`src/rtl/serializer.sv`:
```
// Parallel-to-serial frame transmitter: a 0 start bit, then the payload MSB first; the line idles at 1.
// Define SER_GAP_EN to insert one idle bit after every frame.
module serializer #(
    parameter int unsigned DATA_WIDTH = 10
) (
    input  logic                  clk,
    input  logic                  rst,
    input  logic                  in_valid,
    output logic                  in_ready,
    input  logic [DATA_WIDTH-2:0] in_data,
    output logic                  out_bit,
    output logic                  busy,
    output logic                  frame_done
);

    localparam int unsigned PAY_W = DATA_WIDTH - 1;
    localparam int unsigned CNT_W = $clog2(DATA_WIDTH);
    localparam logic [CNT_W-1:0] LAST_CNT = CNT_W'(DATA_WIDTH - 1);

`ifdef SER_GAP_EN
    typedef enum logic [1:0] {IDLE, SHIFT, GAP} state_t;
`else
    typedef enum logic {IDLE, SHIFT} state_t;
`endif

    state_t           state;
    logic [PAY_W-1:0] hold_data;
    logic             hold_full;
    logic [PAY_W-1:0] shreg;
    logic [CNT_W-1:0] bit_cnt;
    logic             start_c;

    assign in_ready = !hold_full;
    assign busy     = hold_full || (state != IDLE);

    // A held word starts a frame from IDLE, or right after the LSB cycle (bit_cnt wrapped to 0).
    always_comb begin
        start_c = 1'b0;
        case (state)
            IDLE:  start_c = hold_full;
`ifdef SER_GAP_EN
            GAP:   start_c = hold_full;
`else
            SHIFT: start_c = hold_full && (bit_cnt == '0);
`endif
            default: start_c = 1'b0;
        endcase
    end

    always_ff @(posedge clk or negedge rst) begin
        if (!rst) begin
            state      <= IDLE;
            hold_data  <= '0;
            hold_full  <= 1'b0;
            shreg      <= '0;
            bit_cnt    <= '0;
            out_bit    <= 1'b1;
            frame_done <= 1'b0;
        end else begin
            frame_done <= 1'b0;

            if (in_valid && !hold_full) begin
                hold_full <= 1'b1;
                hold_data <= in_data;
            end

            if (start_c) begin
                shreg     <= hold_data;
                hold_full <= 1'b0;
                out_bit   <= 1'b0;
                bit_cnt   <= CNT_W'(1);
                state     <= SHIFT;
            end else begin
                case (state)
                    IDLE: out_bit <= 1'b1;
                    SHIFT: begin
                        // bit_cnt == 0 marks the cycle in which the LSB is on the line
                        if (bit_cnt == '0) begin
                            out_bit <= 1'b1;
`ifdef SER_GAP_EN
                            state   <= GAP;
`else
                            state   <= IDLE;
`endif
                        end else begin
                            out_bit    <= shreg[PAY_W-1];
                            shreg      <= {shreg[PAY_W-2:0], 1'b0};
                            frame_done <= (bit_cnt == LAST_CNT);
                            bit_cnt    <= (bit_cnt == LAST_CNT) ? '0 : bit_cnt + CNT_W'(1);
                        end
                    end
`ifdef SER_GAP_EN
                    GAP: begin
                        out_bit <= 1'b1;
                        state   <= IDLE;
                    end
`endif
                    default: begin
                        out_bit <= 1'b1;
                        state   <= IDLE;
                    end
                endcase
            end
        end
    end

endmodule

```
`config.mk`:
```
export PLATFORM = sky130hd
export DESIGN_NAME = serializer
export DESIGN_NICKNAME = d
export VERILOG_FILES = /design/src/rtl/serializer.sv
export SDC_FILE = /design/constraint.sdc
export NUM_CORES = 1
export LEC_CHECK = 0
export ABC_AREA = 1
export CELL_PAD_IN_SITES_DETAIL_PLACEMENT = 0
export CELL_PAD_IN_SITES_GLOBAL_PLACEMENT = 1
export CORE_MARGIN = 5
export CORE_UTILIZATION = 36
export CTS_CLUSTER_SIZE = 25
export DETAILED_ROUTE_END_ITERATION = 6
export MAX_ROUTING_LAYER = met4
export PLACE_DENSITY_LB_ADDON = 0.1
export SLEW_MARGIN = 20
export SYNTH_ARGS = -nofsm -noshare
export SYNTH_HDL_FRONTEND = slang
export SYNTH_SLANG_ARGS = --single-unit
```
`constraint.sdc`:
```
create_clock -name clk -period 1.25 [get_ports clk]
set_input_delay 0.125 -clock clk [delete_from_list [all_inputs] [get_ports clk]]
set_output_delay 0.125 -clock clk [all_outputs]
set_load 0.01 [all_outputs]
```
==> results.md <==
* Synth top area cells: dfrtp_1 52%, nand3_1 16%, nand2_1 13%
* Clock transition at path regs at between 0.1 and 0.15 ns
* Final HPWL DP at around 1800 microns
* Crit-path max FO at 2
* Root buf cell: clkbuf_4
* Final period util at 98.8%
* Critical Path Start Type: register
* #FFs+latches synth at 26
* Outcome: completed
* Slew Viols, Final at 0
* Final min period at between 1 and 1.5 ns
* RSZ-0062 raised after global routing: yes
* WL per Instance at 11.7 microns
* CTS tree: built
* Lkg Pwr at around 0.81 nW
* Area Growth Syn to Fin at 38.3%
* First-pass GRT wire length at around 4500 microns
* CTS Buf Count at 3
* Synth unique cells at 18
* Commonest cells after routing, fill and taps aside: 41 x nand2_1, 32 x nand3_1, 25 x dfrtp_1
* Critical Path RT at around 1.1 ns
* DR vias at ~1000
* Starting Density at between 30% and 40%
* Slew Limit Headroom at 86.5%
* Final core utilization at between 50% and 60%
* Initial antenna violation count at 0
* Mapped Nets at between 150 and 200
* Mapped Cells at about 140
* Hold Buf Count CTS at 0
* Worst hold path class: primary input to asynchronous set/reset pin
* Max Clock Skew at ~0.0015 ns
* Fin area at roughly 0.0017 sq mm
* H-tree depth at 1
* Initial DRC Count at 37
* Largest stage delay on the critical path at about 0.4 ns
* Maximum clock path buffer count at 2
* Fin cells at 215
* Remaining antenna violation count at 0
* VDD IR max at 0.755 mV
* DR vias/cell at between 4 and 5
* Fillers at 330
* PD cells at 2380 mW/mm^2
* Largest net degree at the start of global routing at 17
* Total die area at ~0.0046 sq mm
* Hold Worst Slack at between 0.1 and 0.15 ns
* Final total power at ~4.0 mW
* Final worst slack at between 0.015 and 0.02 ns
* YS warnings at 0
* Die span in x at 67.9 microns
* DRC violations left at 0
* Pre-antenna DRT Iters at 4
* Top cell type's share of synthesized area at roughly 52%
* Setup Viol. Count Final at 0
* Crit. End Element: primary output
* Netlist Area Pre-Place at 0.00121 sq mm
* I/O pin total at 16
* Slowest CP cell: dfrtp_1
* Vias in the first global route at about 1000
* Die height at a little under 70 microns
* Core Rows at 21
* Core area at 0.00328 sq mm
* Arrival @ worst endpoint at ~1.1 ns
* Leading area contributor after synthesis: dfrtp_1
* Syn Area/Cell at around 8.8 sq um
* Final Wtd Congestion at between 0.7 and 0.8
* Number of diodes at 0
* WS Path Type: register to primary output
* CTS Sinks at 26
* Max Cap Viol at 0
* Tightest Pin Transition at 0.202 ns
* Layout cells sized above 1 at 27.8%
* Routed WL at between 2000 and 3000 microns
* Final #Nets at roughly 190
* Critical Path, Cell by Cell: buf_4, nor2_4, inv_1, buf_2
* Clock latency on the worst-skew pair at 0.31 ns
* Register area share after synthesis at between 50% and 60%
* Placed cell areas at roughly 0.0015 sq mm
* PortBufs at 15
* All-Layer GR Usage at a little over an eighth
* Fin Setup TNS at 0 ns
* Remaining global-route overflow at 0
* Final Hold Fails at 0
* Inst Count DP at approximately 210
* Commonest non-fill, non-tap cell in the layout: nand2_1
* Pre-CTS setup slack at approximately 0.0056 ns
* F_max at roughly 0.81 GHz
final timing paths:
| kind | from | end | cells after the start | slack (ns) |
|---|---|---|---|---|
| min | rst | bit_cnt[2] | 2 | 0.12 |
| min in group clk | in_data[4] | hold_data[4] | 3 | 0.34 |
| max in group asynchronous | rst | out_bit | 2 | 0.91 |
| max | hold_full | busy | 4 | 0.02 |
| min reg2reg | hold_data[5] | hold_data[5] | 2 | 0.50 |
| max reg2reg | bit_cnt[0] | shreg[3] | 7 | 0.07 |
routing by layer:
layer | global-route usage [%] | wire length (microns) | vias up
li1 | - | - | 512
met1 | 15.8 | 1140 | 484
met2 | 22.4 | 1270 | 16
met3 | 1.97 | 85 | 2
met4 | 5.21 | 20 | 0
met5 | - | 0 | -
where the power goes:
group	internal [mW]	switching, mW	leakage (nW)
clock network	0.178	0.238	0.0210
logic	1.03	1.12	0.469
registers	1.19	0.218	0.325
total	2.40	1.57	0.815
cell families (layout without fill, tap and decap cells):
kind of cell / Yosys count / count (layout) / synth area share (%)
simple gates: 91 / 91 / 34.2
flops: 26 / 26 / 54.0
buf+inv: 14 / 46 / 5.91
fa+ha+maj: 3 / 3 / 3.11
compound gates: 2 / 2 / 2.07
xor+xnor: 1 / 1 / 0.726
registers in the layout, indices dropped and copies added, names as in the netlist:
signal and count:
hold_data 9, shreg 9, bit_cnt 4, frame_done 1, hold_full 1, out_bit 1
state 1
critical path, delay by kind of cell (launching register included):
kind | cells | cell delay [ns]
buffers and inverters | 3 | 0.32
DFF | 1 | 0.40
and+or+nand+nor | 1 | 0.08
Yosys cell counts (all sizes together):
cell type   n
a21oi       1
buf         5
clkbuf      1
clkinv      1
dfrtp      25
dfstp       1
ha          3
inv         7
nand2      46
nand3      39
nand4       1
nor2        5
o21ai       1
xor2        1
what timing repair did:
item                                    4_1_cts  5_1_grt
setup buffers                                 1        0
endpoints found under the setup margin       10       26
gates resized for setup                      12       17
pin swaps                                     1       12
gates cloned                                  0        1
endpoints found under the hold margin         0        0
cell type report:
type	count	area (sq um)	area share, %
sequential	26	652	39.0
multi-input combinational	97	563	33.7
timing repair buffer	34	332	19.9
tap	46	57.6	3.45
clock buffer	4	36.3	2.17
inverter	8	30.0	1.80
No activity file was read; power rests on OpenSTA's default activity.
